File: config.mk
export PLATFORM = sky130hd
export DESIGN_NAME = reaction_game_ctrl
export DESIGN_NICKNAME = d
export VERILOG_FILES = /design/src/rtl/reaction_pkg.sv /design/src/rtl/press_arbiter.sv /design/src/rtl/reaction_game_ctrl.sv
export SDC_FILE = /design/constraint.sdc
export NUM_CORES = 1
export LEC_CHECK = 0
export CAP_MARGIN = 0
export CORE_AREA = 2 2 115 117
export DETAILED_ROUTE_END_ITERATION = 8
export DIE_AREA = 0 0 117 119
export PLACE_DENSITY = 0.82
export SLEW_MARGIN = 20
export SYNTH_ARGS = -nofsm -noshare
export SYNTH_HDL_FRONTEND = slang
export SYNTH_SLANG_ARGS = --single-unit
export TNS_END_PERCENT = 10
File: constraint.sdc
create_clock -name clock -period 3.33 [get_ports clock]
set_input_delay 0.4995 -clock clock [delete_from_list [all_inputs] [get_ports clock]]
set_output_delay 0.4995 -clock clock [all_outputs]
set_load 0.02 [all_outputs]
File: src/rtl/reaction_pkg.sv
// Shared constants for the reaction-time game controller: state codes,
// display mux select codes and fixed output patterns.
package reaction_pkg;

  localparam logic [2:0] IDLE   = 3'd0;
  localparam logic [2:0] ARM    = 3'd1;
  localparam logic [2:0] WAIT   = 3'd2;
  localparam logic [2:0] GO     = 3'd3;
  localparam logic [2:0] RESULT = 3'd4;
  localparam logic [2:0] FAULT  = 3'd5;

  localparam logic [1:0] SEL_TIME  = 2'b00;
  localparam logic [1:0] SEL_BEST  = 2'b01;
  localparam logic [1:0] SEL_FAULT = 2'b10;
  localparam logic [1:0] SEL_BLANK = 2'b11;

  // Alternating LED pattern, MSB lit; truncated to the LED bank width
  localparam logic [31:0] FAULT_LED_PATTERN = 32'hAAAA_AAAA;

  // Truncated to the winner width, still all-ones
  localparam logic [31:0] NO_WINNER = 32'hFFFF_FFFF;

endpackage

File: src/rtl/press_arbiter.sv
// Per-player rising-edge detection, false-start mask and lowest-index
// priority selection among unmasked edges.
module press_arbiter #(
  parameter int unsigned N_PLAYERS = 2,
  parameter int unsigned IDX_W     = 2
) (
  input  logic                 clock,
  input  logic                 reset,
  input  logic [N_PLAYERS-1:0] p,
  input  logic                 clear_mask,
  input  logic                 mask_en,
  output logic                 any_edge,
  output logic                 any_unmasked_edge,
  output logic [IDX_W-1:0]     first_idx,
  output logic                 mask_full_c
);

  logic [N_PLAYERS-1:0] p_q;
  logic [N_PLAYERS-1:0] rise_q;
  logic [N_PLAYERS-1:0] mask_q;
  logic [N_PLAYERS-1:0] unmasked;

  // p_q resets high so a button held through reset is never seen as an edge
  always_ff @(posedge clock or posedge reset) begin
    if (reset) begin
      p_q    <= '1;
      rise_q <= '0;
      mask_q <= '0;
    end else begin
      p_q    <= p;
      rise_q <= p & ~p_q;
      if (clear_mask) begin
        mask_q <= '0;
      end else if (mask_en) begin
        mask_q <= mask_q | rise_q;
      end
    end
  end

  assign unmasked          = rise_q & ~mask_q;
  assign any_edge          = |rise_q;
  assign any_unmasked_edge = |unmasked;
  assign mask_full_c       = &(mask_q | rise_q);

  // Lowest index wins on simultaneous edges
  always_comb begin
    first_idx = '0;
    for (int i = int'(N_PLAYERS) - 1; i >= 0; i--) begin
      if (unmasked[i]) first_idx = IDX_W'(i);
    end
  end

endmodule

File: src/rtl/reaction_game_ctrl.sv
// Reaction-time game controller: random delay, LED go signal, first valid
// press timing, false-start disqualification and best-time record.
module reaction_game_ctrl
  import reaction_pkg::*;
#(
  parameter int unsigned N_PLAYERS = 2,
  parameter int unsigned TIME_W    = 20,
  parameter int unsigned RND_W     = 12,
  parameter int unsigned MIN_DELAY = 1000,
  parameter int unsigned LED_W     = 10
) (
  input  logic                        clock,
  input  logic                        reset,
  input  logic                        tick,
  input  logic                        resume,
  input  logic [N_PLAYERS-1:0]        p,
  input  logic                        rnd_ready,
  input  logic [RND_W-1:0]            rnd_value,
  output logic                        rng_resume,
  output logic [LED_W-1:0]            LEDs,
  output logic [1:0]                  MUL_sel,
  output logic [TIME_W-1:0]           output_num,
  output logic [$clog2(N_PLAYERS):0]  winner
);

  localparam int unsigned WIN_W = $clog2(N_PLAYERS) + 1;
  localparam int unsigned DLY_W = RND_W + 1;
  localparam logic [TIME_W-1:0] TIME_MAX = '1;
  localparam logic [WIN_W-1:0]  WIN_NONE = WIN_W'(NO_WINNER);

  logic [2:0]        state, state_n;
  logic [DLY_W-1:0]  delay_q, delay_n;
  logic [TIME_W-1:0] time_q, time_n;
  logic [TIME_W-1:0] cap_q, cap_n;
  logic [TIME_W-1:0] best_q, best_n;
  logic [WIN_W-1:0]  winner_n;
  logic              resume_q, resume_rise;

  logic              rng_n;
  logic [LED_W-1:0]  led_n;
  logic [1:0]        sel_n;
  logic [TIME_W-1:0] num_n;

  logic              any_edge, any_unmasked_edge, mask_full_c;
  logic [WIN_W-1:0]  first_idx;

  press_arbiter #(
    .N_PLAYERS (N_PLAYERS),
    .IDX_W     (WIN_W)
  ) u_press_arbiter (
    .clock             (clock),
    .reset             (reset),
    .p                 (p),
    .clear_mask        ((state == ARM) && rnd_ready),
    .mask_en           (state == WAIT),
    .any_edge          (any_edge),
    .any_unmasked_edge (any_unmasked_edge),
    .first_idx         (first_idx),
    .mask_full_c       (mask_full_c)
  );

  assign resume_rise = resume & ~resume_q;

  // Next state and datapath
  always_comb begin
    state_n  = state;
    delay_n  = delay_q;
    time_n   = time_q;
    cap_n    = cap_q;
    best_n   = best_q;
    winner_n = winner;
    case (state)
      IDLE: begin
        if (resume_rise) begin
          state_n  = ARM;
          winner_n = WIN_NONE;
        end
      end
      ARM: begin
        if (rnd_ready) begin
          delay_n = DLY_W'(MIN_DELAY) + DLY_W'(rnd_value);
          state_n = WAIT;
        end
      end
      WAIT: begin
        if (any_edge && mask_full_c) begin
          state_n = FAULT;
        end else if (tick) begin
          // The tick that takes the delay to zero is the one that lights the LEDs
          if (delay_q <= DLY_W'(1)) begin
            state_n = GO;
            time_n  = '0;
          end else begin
            delay_n = delay_q - DLY_W'(1);
          end
        end
      end
      GO: begin
        if (any_unmasked_edge) begin
          cap_n    = time_q;
          winner_n = first_idx;
          state_n  = RESULT;
          if (time_q < best_q) best_n = time_q;
        end else if (time_q == TIME_MAX) begin
          cap_n    = TIME_MAX;
          winner_n = WIN_NONE;
          state_n  = RESULT;
        end else if (tick) begin
          time_n = time_q + TIME_W'(1);
        end
      end
      RESULT, FAULT: begin
        if (resume_rise) state_n = IDLE;
      end
      default: state_n = IDLE;
    endcase
  end

  // Output values for the state being entered
  always_comb begin
    rng_n = 1'b0;
    led_n = '0;
    sel_n = SEL_BLANK;
    num_n = '0;
    case (state_n)
      IDLE: begin
        sel_n = SEL_BEST;
        num_n = best_n;
      end
      ARM: rng_n = 1'b1;
      GO: begin
        led_n = '1;
        sel_n = SEL_TIME;
        num_n = time_n;
      end
      RESULT: begin
        sel_n = SEL_TIME;
        num_n = cap_n;
        if (winner_n != WIN_NONE) led_n = LED_W'(1) << winner_n;
      end
      FAULT: begin
        led_n = LED_W'(FAULT_LED_PATTERN);
        sel_n = SEL_FAULT;
      end
      default: ;
    endcase
  end

  // resume_q resets high so a resume held across reset cannot start a game
  always_ff @(posedge clock or posedge reset) begin
    if (reset) begin
      state      <= IDLE;
      delay_q    <= '0;
      time_q     <= '0;
      cap_q      <= '0;
      best_q     <= TIME_MAX;
      winner     <= WIN_NONE;
      resume_q   <= 1'b1;
      rng_resume <= 1'b0;
      LEDs       <= '0;
      MUL_sel    <= SEL_BEST;
      output_num <= TIME_MAX;
    end else begin
      state      <= state_n;
      delay_q    <= delay_n;
      time_q     <= time_n;
      cap_q      <= cap_n;
      best_q     <= best_n;
      winner     <= winner_n;
      resume_q   <= resume;
      rng_resume <= rng_n;
      LEDs       <= led_n;
      MUL_sel    <= sel_n;
      output_num <= num_n;
    end
  end

endmodule
==> results of run 1 <==
==> worst max path at each step <==
| stage | slack (ns) | startpoint | to | cells after the start |
|---|---|---|---|---|
| global route | 0.35 | time_q[0] | output_num[13] | 8 |
| finish | 0.46 | time_q[0] | output_num[12] | 8 |
| global placement | 0.60 | tick | output_num[15] | 6 |
| detailed placement | 0.53 | tick | output_num[1] | 6 |
| floorplan | 0.91 | time_q[1] | output_num[1] | 8 |
| CTS | 0.53 | time_q[0] | output_num[13] | 8 |
==> flip-flops by register name, summed over array words and instances, names as in the netlist, 3 cells and up <==
| signal | flops |
|---|---|
| output_num | 20 |
| best_q | 20 |
| delay_q | 13 |
| state | 3 |
| cap_q | 20 |
| LEDs | 5 |
| time_q | 20 |
==> critical path, cell delays in order (launching register included) <==
cell	delay (ns)
dfrtp_1	0.50
ha_1	0.30
nand4_2	0.17
or3_1	0.59
o21ai_4	0.37
o31a_2	0.23
buf_4	0.25
a21oi_1	0.08
a221o_1	0.29
==> kinds of logic (layout without fill, tap and decap cells) <==
kind of cell,count (synthesis),in the layout,synth area share
simple gates,200,200,0.1684
compound gates,177,177,0.2064
flops,113,113,0.4633
buf+inv,79,145,0.05767
mux,27,27,0.04682
fa+ha+maj,23,23,0.04621
xor+xnor,8,8,0.01125
==> Yosys cell counts, types with 4 or more instances <==
cell	count
dfrtp_1	67
nand2_1	51
dfstp_2	46
nor2_1	37
a21oi_1	36
inv_1	36
ha_1	23
o21ai_0	20
o22a_1	20
nand3_1	18
mux2_2	17
nor3_1	17
clkbuf_1	16
buf_2	14
nand4_1	14
a221o_1	12
a31oi_1	12
and2_1	11
mux2i_1	10
o22ai_1	9
buf_4	8
nor2b_1	8
o221ai_1	8
a211oi_1	7
nand2b_1	6
o2111ai_1	6
xnor2_1	6
and3_1	5
a21o_1	4
nor4_1	4
o211ai_1	4
o31ai_1	4
or3_1	4
==> power breakdown <==
part           switching [mW]  internal, mW  total [mW]
Combinational            1.16         0.837        1.99
Clock                   0.625          1.27        1.89
Sequential              0.324          1.84        2.16
==> cell type report <==
cell class | count | share of cell area
Tap cell | 176 | 0.02905
Sequential cell | 113 | 0.3806
Clock inverter | 9 | 0.01683
Multi-Input combinational cell | 435 | 0.3946
Clock buffer | 23 | 0.06569
Inverter | 37 | 0.01882
Timing Repair Buffer | 76 | 0.09440
==> metrics by stage <==
stage / total power [mW] / hold WS (ns) / util / area, sq um / worst slack [ns]
after CTS: 6.048 / 0.4291 / 0.5888 / 7581 / 0.5343
final: 6.049 / 0.4313 / 0.5888 / 7581 / 0.4636
after global routing: 6.342 / 0.4483 / 0.5888 / 7581 / 0.3501
after detailed placement: 4.129 / 0.4704 / 0.5402 / 6955 / 0.5327
after floorplan: 3.388 / 0.4452 / - / 6231 / 0.9113
after global placement: 4.045 / 0.4602 / 0.5402 / 6955 / 0.6039
==> routing by layer <==
metal | vias up | wire length [microns] | track usage
met1 | 2631 | 7362 | 0.3439
met5 | - | 0 | 0
li1 | 2428 | - | -
met4 | 0 | 535 | 0.09706
met2 | 215 | 8129 | 0.4025
met3 | 51 | 1131 | 0.08397
==> impl_metrics.csv, run 1 <==
group,metric,value,unit
outcome,status,"finished, final reports clean",
cts,clk_latency,0.42,ns
timing,tightest_slew,0.8676,ns
grt,grt_pass1_vias,5352,
route,wl_per_cell,19.75,microns
placed_design,place_inst,837,
cells_and_area,layout.nets,722,
route,first_pass_iters,5,
critical_path,critPathKind,"reg -> reg",
cts,cts-htree-levels,4,
cells_and_area,area_growth_syn_to_layout,21.74,%
placed_design,numPortBuffers,53,
cts,path_clk_slew,0.05,ns
cells_and_area,fillCellCount,1078,
cts,clk_path_buf_depth,2,
floorplan,io_pins,54,
cts,cts_setup_buffers,0,
timing,fmax,0.3489,GHz
floorplan,core.rowCount,42,
power_and_ir_drop,ir_worst_vdd,0.3756,mV
yosys,netlist_area,6227,sq um
floorplan,initial_utilization,0.4837,
floorplan,die_h,119,microns
critical_path,required,3.67,ns
cells_and_area,drive_gt1_frac,0.2035,
timing,maxSlewViolCount,0,
power_and_ir_drop,leakage,3.049,nW
cells_and_area,antenna_cells,0,
grt,grt.total_usage,0.2614,
yosys,ys_seq_area_frac,0.4633,
route,antenna_left,0,
timing,tns,0,ns
yosys,yosysTopAreaCell,"dfrtp_1",
timing,clock_skew,0.008724,ns
yosys,synth_edf_count,0,
critical_path,r2r_slack,0.46,ns
cts,postCtsHoldBufs,0,
cells_and_area,mostFrequentLayoutCells,"dfrtp_1 (67), clkdlybuf4s50_1 (53), nand2_1 (51)",
placed_design,gp_congestion,0.9213,
cts,cts_tree,"done",
flow_run,cap_violations,0,
critical_path,crit_fanout,14,
cells_and_area,seq_area,2885,sq um
cells_and_area,multi_input_area,2992,sq um
grt,grt_max_degree,98,
timing,rsz0062_at_grt,"no",
yosys,synth_cell_types,76,
critical_path,r2r_end,"output_num[12]",
yosys,syn_inst,627,
floorplan,die_x,117,microns
critical_path,critical_path_arrival,3.20,ns
route,vias_per_cell,6.128,
grt,grt.overflow.total,0,
route,wl,17160,microns
yosys,avgSynthCellArea,9.932,sq um
floorplan,dieArea,13920,sq um
worst_hold_path,hold_path_class,"in -> async",
timing,hold_viol_final,0,
yosys,netlist_top_cells_area,"dfrtp_1 (27%), dfstp_2 (19%), ha_1 (4.6%), nand2_1 (3.1%), mux2_2 (3.1%)",
yosys,ys_warn_count,0,
yosys,ys_seq_elements,113,
yosys,synth_ff_type,"dfrtp_1",
timing,post-route-period-util,0.8608,
critical_path,worst_r2r_path_depth,8,
cts,cts.repair.resized,0,
cells_and_area,layout_commonest_cell,"dfrtp_1",
cells_and_area,final_cells,869,
route,drcViolationCount,0,
timing,slew_headroom,0.4171,
power_and_ir_drop,power_density,797.9,nW/um^2
cts,cts_root_buf,"clkbuf_16",
cts,numCtsBuffers,17,
critical_path,critPathLaunchType,"flop",
timing,finalSetupViolCount,0,
cts,cts.sinks,113,
critical_path,end_kind,"flop",
route,drt_iter0_drc,462,
timing,period_minus_slack,2.866,ns
critical_path,r2r_start,"time_q[0]",
yosys,yosysTopAreaCellShare,0.2692,
yosys,syn_nets,669,
placed_design,dpl.hpwl,11880,microns
route,vias,5325,
yosys,ys_async_sr_fraction,1.000,
grt,antenna_found_initial,0,
floorplan,core-area,12870,sq um
grt,grt_pass1_wl,27720,microns
(Power assumes the default switching activity.)
==> run 2, diff against run 1 <==
--- a/config.mk
+++ b/config.mk
@@ -5,7 +5,7 @@
 export SDC_FILE = /design/constraint.sdc
 export NUM_CORES = 1
 export LEC_CHECK = 0
-export CAP_MARGIN = 0
+export CAP_MARGIN = 20
 export CORE_AREA = 2 2 115 117
 export DETAILED_ROUTE_END_ITERATION = 8
 export DIE_AREA = 0 0 117 119
==> results of run 2 <==
No change in the layout: final DEF, timing and power equal those of run 1.
==> run 3, diff against run 2 <==
--- a/config.mk
+++ b/config.mk
@@ -9,7 +9,7 @@
 export CORE_AREA = 2 2 115 117
 export DETAILED_ROUTE_END_ITERATION = 8
 export DIE_AREA = 0 0 117 119
-export PLACE_DENSITY = 0.82
+export PLACE_DENSITY = 0.8
 export SLEW_MARGIN = 20
 export SYNTH_ARGS = -nofsm -noshare
 export SYNTH_HDL_FRONTEND = slang
==> constraint.sdc (replaced) <==
create_clock -name clock -period 3.4 [get_ports clock]
set_input_delay 0.51 -clock clock [delete_from_list [all_inputs] [get_ports clock]]
set_output_delay 0.51 -clock clock [all_outputs]
set_load 0.02 [all_outputs]
==> impl_metrics.csv, run 3 (synthesis gave the netlist of run 1 again) <==
group,metric,value,unit
outcome,status,"finished, final reports clean",
timing,clock_skew,0.008052,ns
route,drcViolationCount,0,
floorplan,core.rowCount,42,
cells_and_area,layout_commonest_cell,"dfrtp_1",
power_and_ir_drop,swShare,0.3442,
grt,grt.overflow.total,0,
cts,cts_tree,"done",
worst_hold_path,min_from,"u_press_arbiter.p_q[1]",
worst_hold_path,hold_path_class,"reg -> reg",
floorplan,core-area,12870,sq um
power_and_ir_drop,ir_worst_vdd,0.3426,mV
power_and_ir_drop,p_int,3.880,mW
floorplan,die_h,119,microns
floorplan,io_pins,54,
cts,cts-htree-levels,4,
placed_design,place_ws,0.5667,ns
critical_path,r2r_start,"time_q[1]",
critical_path,required,3.75,ns
critical_path,critical_path_arrival,3.16,ns
floorplan,dieArea,13920,sq um
timing,setup_ws,0.5864,ns
power_and_ir_drop,combPwrFrac,0.330,
placed_design,gp_congestion,0.9474,
timing,maxSlewViolCount,0,
timing,period_minus_slack,2.814,ns
cts,numCtsBuffers,17,
power_and_ir_drop,p_sw,2.037,mW
critical_path,end_kind,"flop",
critical_path,crit_fanout,14,
cells_and_area,layout.nets,721,
cts,cts.repair.resized,0,
cts,cts_setup_buffers,0,
timing,tns,0,ns
critical_path,critPathLaunchType,"flop",
timing,rsz0062_at_grt,"no",
route,vias,5230,
cts,cts.sinks,113,
timing,tightest_slew,0.8487,ns
cells_and_area,antenna_cells,0,
grt,grt_pass1_vias,5224,
route,antenna_left,0,
timing,slew_headroom,0.4196,
cells_and_area,area_growth_syn_to_layout,21.60,%
critical_path,worst_r2r_path_depth,8,
grt,grt.total_usage,0.2573,
worst_hold_path,min_to,"u_press_arbiter.rise_q[1]",
floorplan,initial_utilization,0.4837,
route,wl,16520,microns
cells_and_area,drive_gt1_frac,0.2023,
grt,grt_max_degree,114,
cts,postCtsHoldBufs,0,
critical_path,r2r_slack,0.59,ns
route,first_pass_iters,5,
route,vias_per_cell,6.025,
timing,fmax,0.3554,GHz
cts,cts_root_buf,"clkbuf_16",
cts,clk_latency,0.43,ns
power_and_ir_drop,p_clk_frac,0.314,
placed_design,dpl.hpwl,11600,microns
cts,clk_path_buf_depth,2,
worst_hold_path,whs_path_depth,1,
placed_design,numPortBuffers,53,
power_and_ir_drop,power_density,781.5,nW/um^2
critical_path,critPathLaunch,"time_q[1]",
timing,hold_viol_final,0,
timing,finalSetupViolCount,0,
critical_path,r2r_end,"output_num[13]",
placed_design,place_inst,836,
timing,post-route-period-util,0.8275,
flow_run,cap_violations,0,
cells_and_area,mostFrequentLayoutCells,"dfrtp_1 (67), clkdlybuf4s50_1 (53), nand2_1 (51)",
grt,antenna_found_initial,0,
power_and_ir_drop,seq_power_share,0.356,
critical_path,critPathKind,"reg -> reg",
cells_and_area,final_cells,868,
power_and_ir_drop,leakage,3.047,nW
route,wl_per_cell,19.03,microns
grt,grt_pass1_wl,27420,microns
floorplan,die_x,117,microns
cts,path_clk_slew,0.05,ns
route,drt_iter0_drc,348,
==> run 3: cell type report <==
type,instances,area [sq um]
timing repair buffer,75,708.2
fill,1058,5303
tap,176,220.2
multi-input combinational,435,2995
sequential,113,2885
clock inverter,11,160.2
inverter,37,142.6
clock buffer,21,460.4
==> run 3: layer usage <==
metal	wire, microns	vias up	GRT usage
met3	859	33	0.06158
met4	388	0	0.09044
met2	8189	181	0.4202
met1	7080	2591	0.3328
li1	-	2425	-
met5	0	-	0
==> run 3: worst max path at each step <==
| stage | end | slack [ns] | depth (start not counted) |
|---|---|---|---|
| after floorplan | output_num[1] | 0.98 | 8 |
| after global placement | output_num[15] | 0.64 | 6 |
| after detailed placement | output_num[1] | 0.57 | 6 |
| after CTS | output_num[13] | 0.64 | 8 |
| after global routing | LEDs[1] | 0.46 | 8 |
| final | output_num[13] | 0.59 | 8 |
==> run 3: worst max-delay path, cell delays in order (launching register included) <==
cell and delay, ns:
dfrtp_1 0.48, ha_1 0.31, nand4_2 0.17, or3_1 0.59, o21ai_4 0.35, o31a_2 0.22
buf_4 0.23, a31oi_1 0.08, a221o_1 0.30
==> run 3: power by group through the flow <==
stage	clock network, mW	logic, mW	registers, mW
after floorplan	0	1.18	2.14
after global placement	0	1.87	2.10
after detailed placement	0	1.93	2.12
after CTS	1.88	1.94	2.10
after global routing	1.94	2.14	2.15
final	1.86	1.95	2.10
==> run 3: metrics by stage <==
stage	cell area (sq um)	util	hold slack [ns]	power (mW)
floorplan	6231	-	0.4452	3.318
global placement	6952	0.5399	0.4561	3.972
detailed placement	6952	0.5399	0.4718	4.045
CTS	7572	0.5881	0.4846	5.927
global route	7572	0.5881	0.5039	6.234
finish	7572	0.5881	0.4840	5.917
